===== src/rtl/ln_var_std_pipe.sv =====
// LayerNorm/RMSNorm stage-1 statistics back end: clamped variance + epsilon and a
// pipelined fixed-point square root, time-aligned with mean, pixel address and end-of-frame.
module ln_var_std_pipe #(
  parameter int                  DAT_DW   = 16,
  parameter int                  ACC_EXT  = 10,
  parameter int                  H_W      = 8,
  parameter int                  W_W      = 8,
  parameter int                  PIX_W    = 12,
  parameter int                  FRAC     = 10,
  parameter logic [2*DAT_DW+3:0] EPS      = '0,
  parameter int                  SQRT_LAT = 6
) (
  input  logic                          clk,
  input  logic                          rst,
  input  logic                          clear,
  input  logic                          rms_mode,
  input  logic [H_W-1:0]                h_in,
  input  logic [W_W-1:0]                w_in,
  input  logic                          mean_vld,
  input  logic signed [DAT_DW-1:0]      mean,
  input  logic [2*DAT_DW-1:0]           mean_square,
  input  logic                          sq_acc_vld,
  input  logic [2*DAT_DW+ACC_EXT-1:0]   sq_acc,
  output logic signed [DAT_DW-1:0]      mean_delay,
  output logic [2*DAT_DW+3:0]           variance,
  output logic [DAT_DW+FRAC+1:0]        std_dev,
  output logic                          std_vld,
  output logic [PIX_W-1:0]              wr_addr,
  output logic                          variance_done,
  output logic                          underflow,
  output logic                          saturated
);

  localparam int VAR_W = 2*DAT_DW + 4;
  localparam int STD_W = DAT_DW + 2 + FRAC;
  localparam int SQ_W  = 2*DAT_DW + ACC_EXT;
  localparam int DW    = SQ_W + 1;
  localparam int CW    = (DW > VAR_W + 1) ? DW : VAR_W + 1;
  localparam int L     = SQRT_LAT;
  localparam int BPS   = (STD_W + L - 1) / L;
  localparam int NB    = BPS * L;
  localparam int OPW   = 2 * NB;
  localparam int RW    = NB + 2;
  localparam logic [VAR_W-1:0] VAR_MAX = '1;

  typedef struct packed {
    logic             uf;
    logic             sat;
    logic [VAR_W-1:0] v;
  } var_t;

  typedef struct packed {
    logic [RW-1:0]  rem;
    logic [NB-1:0]  root;
    logic [OPW-1:0] op;
  } sq_t;

  typedef struct packed {
    logic                     vld;
    logic signed [DAT_DW-1:0] mn;
    logic [VAR_W-1:0]         vr;
    logic [PIX_W-1:0]         addr;
    logic                     done;
    sq_t                      sq;
  } stg_t;

  function automatic var_t clamp_var(input logic signed [DW-1:0] d);
    logic signed [CW-1:0] dx;
    var_t r;
    dx    = CW'(d);
    r.uf  = 1'b0;
    r.sat = 1'b0;
    r.v   = dx[VAR_W-1:0];
    if (dx < 0) begin
      r.uf = 1'b1;
      r.v  = '0;
    end else if ((dx >>> VAR_W) != '0) begin
      r.sat = 1'b1;
      r.v   = VAR_MAX;
    end
    return r;
  endfunction

  function automatic var_t add_eps(input var_t c);
    logic [VAR_W:0] sum;
    var_t r;
    r   = c;
    sum = {1'b0, c.v} + {1'b0, EPS};
    if (sum[VAR_W]) begin
      r.v   = VAR_MAX;
      r.sat = 1'b1;
    end else begin
      r.v = sum[VAR_W-1:0];
    end
    return r;
  endfunction

  // Restoring square root: BPS result bits, two operand bits consumed per bit.
  function automatic sq_t sqrt_stage(input sq_t s);
    sq_t r;
    logic [RW-1:0] trial;
    r = s;
    for (int i = 0; i < BPS; i++) begin
      r.rem = {r.rem[RW-3:0], r.op[OPW-1 -: 2]};
      r.op  = r.op << 2;
      trial = {r.root, 2'b01};
      if (r.rem >= trial) begin
        r.rem  = r.rem - trial;
        r.root = {r.root[NB-2:0], 1'b1};
      end else begin
        r.root = {r.root[NB-2:0], 1'b0};
      end
    end
    return r;
  endfunction

  logic                  beat, take, last_c;
  logic [2*DAT_DW-1:0]   ms_eff;
  logic signed [DW-1:0]  diff;
  var_t                  st0;
  logic [H_W+W_W-1:0]    area;
  logic [PIX_W-1:0]      tot_c, cnt_q, cnt_d, total_q, total_d;
  logic                  uf_q, uf_d, sat_q, sat_d;
  stg_t                  pipe_q [0:L];
  stg_t                  stg_d  [0:L];

  always_comb begin
    beat   = mean_vld & sq_acc_vld;
    take   = beat & ~clear;
    ms_eff = rms_mode ? '0 : mean_square;
    diff   = $signed({1'b0, sq_acc}) - $signed({{(ACC_EXT+1){1'b0}}, ms_eff});
    st0    = add_eps(clamp_var(diff));
  end

  // Frame size is latched on the first beat of a frame; a zero size acts as one.
  always_comb begin
    area    = {{W_W{1'b0}}, h_in} * {{H_W{1'b0}}, w_in};
    tot_c   = (cnt_q == '0) ? PIX_W'(area) : total_q;
    last_c  = (tot_c == '0) || (cnt_q == tot_c - 1'b1);
    cnt_d   = cnt_q;
    total_d = total_q;
    if (clear) begin
      cnt_d = '0;
    end else if (beat) begin
      if (cnt_q == '0) total_d = PIX_W'(area);
      cnt_d = last_c ? '0 : cnt_q + 1'b1;
    end
    uf_d  = clear ? 1'b0 : (uf_q  | (take & st0.uf));
    sat_d = clear ? 1'b0 : (sat_q | (take & st0.sat));
  end

  always_ff @(posedge clk or posedge rst) begin
    if (rst) begin
      cnt_q   <= '0;
      total_q <= '0;
      uf_q    <= 1'b0;
      sat_q   <= 1'b0;
    end else begin
      cnt_q   <= cnt_d;
      total_q <= total_d;
      uf_q    <= uf_d;
      sat_q   <= sat_d;
    end
  end

  always_comb begin
    stg_d[0].vld     = 1'b1;
    stg_d[0].mn      = rms_mode ? '0 : mean;
    stg_d[0].vr      = st0.v;
    stg_d[0].addr    = cnt_q;
    stg_d[0].done    = last_c;
    stg_d[0].sq.rem  = '0;
    stg_d[0].sq.root = '0;
    stg_d[0].sq.op   = OPW'(st0.v) << (2*FRAC);
    for (int s = 1; s <= L; s++) begin
      stg_d[s]    = pipe_q[s-1];
      stg_d[s].sq = sqrt_stage(pipe_q[s-1].sq);
    end
  end

  // Stage 0 captures the clamped variance; stages 1..L each resolve BPS root bits.
  // Data only advances with a valid, so the outputs hold while idle.
  always_ff @(posedge clk or posedge rst) begin
    if (rst) begin
      for (int s = 0; s <= L; s++) pipe_q[s] <= '0;
    end else begin
      if (take) pipe_q[0] <= stg_d[0];
      else      pipe_q[0].vld <= 1'b0;
      for (int s = 1; s <= L; s++) begin
        if (pipe_q[s-1].vld && !clear) pipe_q[s] <= stg_d[s];
        else                           pipe_q[s].vld <= 1'b0;
      end
    end
  end

  assign std_vld       = pipe_q[L].vld;
  assign variance_done = pipe_q[L].vld & pipe_q[L].done;
  assign mean_delay    = pipe_q[L].mn;
  assign variance      = pipe_q[L].vr;
  assign std_dev       = pipe_q[L].sq.root[STD_W-1:0];
  assign wr_addr       = pipe_q[L].addr;
  assign underflow     = uf_q;
  assign saturated     = sat_q;

  logic unused_tail;
  assign unused_tail = ^{pipe_q[L].sq.rem, pipe_q[L].sq.op, pipe_q[L].sq.root >> STD_W};

endmodule

===== config.mk =====
export PLATFORM = sky130hd
export DESIGN_NAME = ln_var_std_pipe
export DESIGN_NICKNAME = d
export VERILOG_FILES = /design/src/rtl/ln_var_std_pipe.sv
export SDC_FILE = /design/constraint.sdc
export NUM_CORES = 2
export LEC_CHECK = 0
export ABC_AREA = 1
export CAP_MARGIN = 20
export CORE_MARGIN = 2
export CORE_UTILIZATION = 45
export DETAILED_ROUTE_END_ITERATION = 16
export PLACE_DENSITY = 0.61
export SYNTH_ARGS = -nofsm -noshare
export SYNTH_HDL_FRONTEND = slang
export SYNTH_SLANG_ARGS = --single-unit

===== constraint.sdc =====
create_clock -name clk -period 38.9 [get_ports clk]
set_clock_uncertainty 0.05 [all_clocks]
set_input_delay 7.78 -clock clk [delete_from_list [all_inputs] [get_ports clk]]
set_output_delay 7.78 -clock clk [all_outputs]
set_load 0.01 [all_outputs]

# Word level (Yosys, flattened, before mapping)
# Cells that the tools add are included.
[classes]
addsub = 30
mul = 1
n_div = 0
n_lt_le_gt_ge = 29
n_eq_ne = 1
n_shift = 0
n_mux = 74
bitwise = 8
reduce_logical = 13
[op_table]
columns = ["op", "n"]
rows = [
  ["$mux 30", 27],
  ["$mux 12", 4],
  ["$lt 43x1->1 const B", 1],
  ["$reduce_bool 43->1", 1],
  ["$sub 42x32->43", 1],
  ["$mux 1", 39],
  ["$mux 37", 1],
  ["$mux 36", 1],
  ["$ge 32x10->1", 1],
  ["$ge 32x11->1", 1],
  ["$ge 32x12->1", 1],
  ["$ge 32x13->1", 1],
  ["$ge 32x14->1", 1],
  ["$ge 32x15->1", 1],
  ["$ge 32x16->1", 1],
  ["$ge 32x17->1", 1],
  ["$ge 32x18->1", 1],
  ["$ge 32x19->1", 1],
  ["$ge 32x20->1", 1],
  ["$ge 32x21->1", 1],
  ["$ge 32x22->1", 1],
  ["$ge 32x23->1", 1],
  ["$ge 32x24->1", 1],
  ["$ge 32x25->1", 1],
  ["other kinds (54)", 65],
]
[totals]
regBits = 791
latch_bits = 0
mem_bits_rw = 0
mem_bits_ro = 0
input_bits = 112
wordCells = 209
n_memories = 0

# Longest topological paths before layout
[depth]
depth_word = 10
mapped_depth = 101

# Least setup slack after synthesis
# OpenSTA, ideal clock, no wires.
[synth_timing]
kind = "reg2reg"
from = "register pipe_q[436] in the netlist's numbering"
to = "register pipe_q[294] in the netlist's numbering"
setup_time_ps = 130
arrival_time_ps = 14071
t_required_ps = 38720
slack_ps = 24649
path_stages_with_launch = 96
path_buffers = 11
period_less_slack_ps = 14251
cell_sequence = "dfrtp_1 inv_1 ha_1 inv_1 fa_1 o21ai_2 a21oi_1 o21ai_2 nand2_1 nand2_1 a21oi_1 o21ai_2 a21boi_2 clkbuf_1 clkbuf_1 nand2_1 o21ai_0 ha_1 (+60 left out) ha_1 a21oi_1 inv_1 a31oi_1 o21ai_0 a21oi_1 inv_1 a21oi_1 inv_1 a21oi_1 o21ai_0 nand2_1 nand2_1 inv_1 nand3_2 buf_2 o211ai_1 o21ai_0"
[synth_rtl]
columns = ["item", "line_no", "rtl"]
rows = [
  ["start, declared", "124", "stg_t pipe_q [0:L];"],
]

# Worst setup path after layout
[layout_timing]
from = "register pipe_q[251] in the netlist's numbering"
to = "register pipe_q (netlist bit std_dev[0])"
[layout_via]
elab_chain_len = 10
[layout_lines]
columns = ["item", "line_no", "rtl"]
rows = [
  ["$sub 30x25->30 or $ge 32x25->1 (tied branches)", "108, 107", ""],
  ["$mux 30 or $mux 1 (tied branches)", "107", "if (r.rem >= trial) begin"],
  ["$sub 30x26->30 or $ge 32x26->1 (tied branches)", "108, 107", ""],
  ["$mux 30 or $mux 1 (tied branches)", "107", ""],
  ["$sub 30x27->30 or $ge 32x27->1 (tied branches)", "108, 107", ""],
  ["$mux 30 or $mux 1 (tied branches)", "107", ""],
  ["$sub 30x28->30 or $ge 32x28->1 (tied branches)", "108, 107", ""],
  ["$mux 30 or $mux 1 (tied branches)", "107", ""],
  ["$ge 32x29->1 *", "107", ""],
  ["$mux 1 *", "107", ""],
]
# Mark *: on every way between the ends. The rest lies on a longest branch, timed or not.
# A chain may end at the register's enable or synchronous reset.

==> flow_summary.yaml <==
status:
  status: "complete, no violations"
clocking:
  cts_buffer_depth: 3
  cts_resized: 0
  ctsHoldBuffers: 0
  tritoncts: "done"
  htreeDepth: 3
  cts_buffers: 85
  clockRootBuffer: "clkbuf_16"
  cts.clk_slew.worst_paths_ns: 0.06
  post-cts-setup-buffers: 0
  clock-sinks: 729
  insertion_delay_ns: 0.74
die:
  fp.dieArea_um2: 157600
  io-pin-count: 208
  start_util_pct: 45.21
  rows: 144
  die_h_um: 397.0
  die_x_um: 397.0
  core_um2: 153700
route:
  num_vias: 69368
  routed_wl_um: 236500
  ant_nets: 0
  drc: 0
  initialDrtViolationCount: 5816
  viasPerCell: 5.348
  wl_per_cell_um: 18.23
  drt_first_pass_iters: 8
synthesis:
  yosys.area.top_type: "dfrtp_1"
  yosys_warnings: 0
  synth_edf_count: 0
  ys.flop_type: "dfrtp_1"
  yosysTopAreaCellShare_pct: 26.25
  synthArstFlopShare_pct: 100.0
  ys_seq_elements: 729
  synth_top_family_by_area: "simple AND/OR/NAND/NOR gates"
  mappedNetlistArea_um2: 69490
  ys_types: 74
  yosysSeqAreaShare_pct: 26.25
  synth_compound_area_share_pct: 13.27
  synth_area_leaders: "dfrtp_1 (26%), nand2_1 (19%), ha_1 (8.5%), inv_1 (7.5%), o21ai_0 (6.4%)"
  synth_area_per_cell_um2: 6.390
  yosys-mux-area-fraction_pct: 0.01440
  synth-xor-area-share_pct: 5.740
  synthSimpleGateAreaFrac_pct: 34.67
  synthCells: 10875
  yosys.area_share.adder_pct: 9.489
timing:
  setup_viol: 0
  worst_pin_slew_ns: 1.128
  setup_ws_ns: 21.33
  finalCriticalPeriod_ns: 17.57
  max_clock_freq_ghz: 0.05692
  rsz0062_at_grt: "false"
  tns_ns: 0
  slew_headroom_pct: 24.77
  fin_hold_ws_ns: 0.3759
  final-hold-violation-count: 0
  slew_violations: 0
  final.period_utilization_pct: 45.16
final_layout:
  drive_gt1_share_pct: 4.550
  area_delta_synth_final_pct: 8.800
  fin_area_um2: 75600
  nNetsFinal: 11474
critical_path:
  worstSetupEndpointType: "flip-flop"
  rr_worst_depth: 100
  r2r_end: "std_dev[0]$_DFFE_PP0P_"
  reg2reg_slack_ns: 21.33
  crit_path_top_delay_cell: "nand2_1"
  crit_top_cell: "nand2_1"
  regToRegStartpoint: "pipe_q[251]$_DFFE_PP0P_"
  critical_path_class: "reg2reg"
  cp_max_fo: 33
  cp.arrival_ns: 18.12
  crit_required_ns: 39.46
  start_kind: "flip-flop"
  worst_path_largest_cell_delay_ns: 0.64
worst_hold_path:
  hold_path.class: "reg2reg"
  whs_endpoint: "pipe_q[687]$_DFFE_PP0P_"
  whs_path_depth: 2
  min_from: "pipe_q[875]$_DFFE_PP0P_"
job:
  drv_cap: 0
global_routing:
  grt_max_degree: 137
  grt_use_total_pct: 29.58
  overflow: 0
  antenna_found_initial: 5
  grt_pass1_vias: 65862
  grt_pass1_wl_um: 372600
place:
  gp_congestion: 0.9747
  pre_cts_ws_ns: 21.59
  port_buffers: 207
  hpwl_um: 189800
  placed_cell_area_um2: 72620
==> cells in the mapped netlist, types with 5 or more instances <==
master	n
nand3b_1	58
o21bai_1	27
o22ai_1	11
nor2_2	44
inv_2	41
clkinv_1	6
nand4_1	187
nand3_1	639
o21ai_1	30
inv_1	1394
o211ai_1	38
nand3_2	42
a31oi_1	36
o21ai_2	10
clkbuf_1	195
buf_2	29
nand2_1	3494
nor2_4	22
o2111ai_1	15
buf_1	18
a211oi_1	12
a21boi_0	7
buf_6	19
xor2_1	229
o31ai_1	9
nor3_1	125
fa_1	35
a21o_1	14
o21ai_0	889
nor2_1	909
o221ai_1	32
nor4_1	26
a21oi_2	5
ha_1	471
or2_2	62
and2_1	9
buf_4	100
or2_1	5
nand2_2	43
nand2_4	5
xnor2_1	219
a21oi_1	503
o21a_1	31
dfrtp_1	729
==> flip-flops by register name (all words and copies together), names as in the netlist <==
name / count
std_vld: 1
cnt_q: 12
total_q: 12
pipe_q: 610
saturated: 1
mean_delay: 16
underflow: 1
wr_addr: 12
std_dev: 28
variance: 36
==> metrics by stage <==
stage,util [%],cells
CTS,49.17,12965
finish,49.19,12970
global placement,47.25,12812
global route,49.19,12969
detailed placement,47.25,12812
floorplan,-,10878
==> area by class of cell <==
type / count / area [um^2]
inverter: 1444 / 5440
timing repair buffer: 252 / 2430
multi-input combinational: 8344 / 43970
fill: 16187 / 78080
clock buffer: 113 / 2382
clock inverter: 40 / 565.5
antenna: 4 / 10.01
sequential: 729 / 18240
tap: 2044 / 2557
==> per-layer routing <==
| layer | vias up | global-route usage, % | wire length [um] |
|---|---|---|---|
| met5 | - | 0 | 0 |
| met4 | 0 | 7.224 | 5420 |
| met3 | 290 | 2.982 | 12050 |
| met2 | 1800 | 47.03 | 104800 |
| met1 | 32400 | 42.94 | 114200 |
| li1 | 34878 | - | - |
==> cells by family (layout without fill, tap and decap cells) <==
logic type,count (synthesis),count (layout)
DFF,729,729
buffers and inverters,1805,1849
other,1,8
adders and majority gates,506,506
and+or+nand+nor,5689,5689
AOI/OAI and AO/OA,1692,1692
xor gates and xnor gates,452,452
muxes,1,1
==> worst max-delay path by stage <==
stage / from / endpoint / cells after the start
floorplan: rst / cnt_q[0]$_DFFE_PP0P_ / 1
global placement: pipe_q[251]$_DFFE_PP0P_ / std_dev[0]$_DFFE_PP0P_ / 100
detailed placement: pipe_q[251]$_DFFE_PP0P_ / std_dev[0]$_DFFE_PP0P_ / 99
CTS: pipe_q[251]$_DFFE_PP0P_ / std_dev[0]$_DFFE_PP0P_ / 99
global route: pipe_q[251]$_DFFE_PP0P_ / std_dev[0]$_DFFE_PP0P_ / 99
finish: pipe_q[251]$_DFFE_PP0P_ / std_dev[0]$_DFFE_PP0P_ / 100
==> placed cells by master (no fill, tap or decap), drive strengths merged, types with 32 or more instances in the layout <==
master	count
xor2	232
nand3	684
inv	1439
clkdlybuf4s50	207
ha	471
a21oi	509
nand3b	58
nor3	129
o221ai	32
o211ai	38
clkinv	33
buf	45
nor2	976
nand4	190
clkbuf	113
o21ai	931
nand2	3542
xnor2	220
or2	68
a31oi	37
dfrtp	729
fa	35
==> worst max-delay path, delay by kind of cell (launching register included) <==
kind / cells / cell delay (ns)
compound gates: 39 / 7.86
fa+ha+maj: 5 / 1.59
buf+inv: 16 / 2.83
flops: 1 / 0.36
simple gates: 40 / 4.66
Power is left out: the tool's default activity adds up to more than one toggle a clock period on the data nets, which glitch-free logic cannot reach.
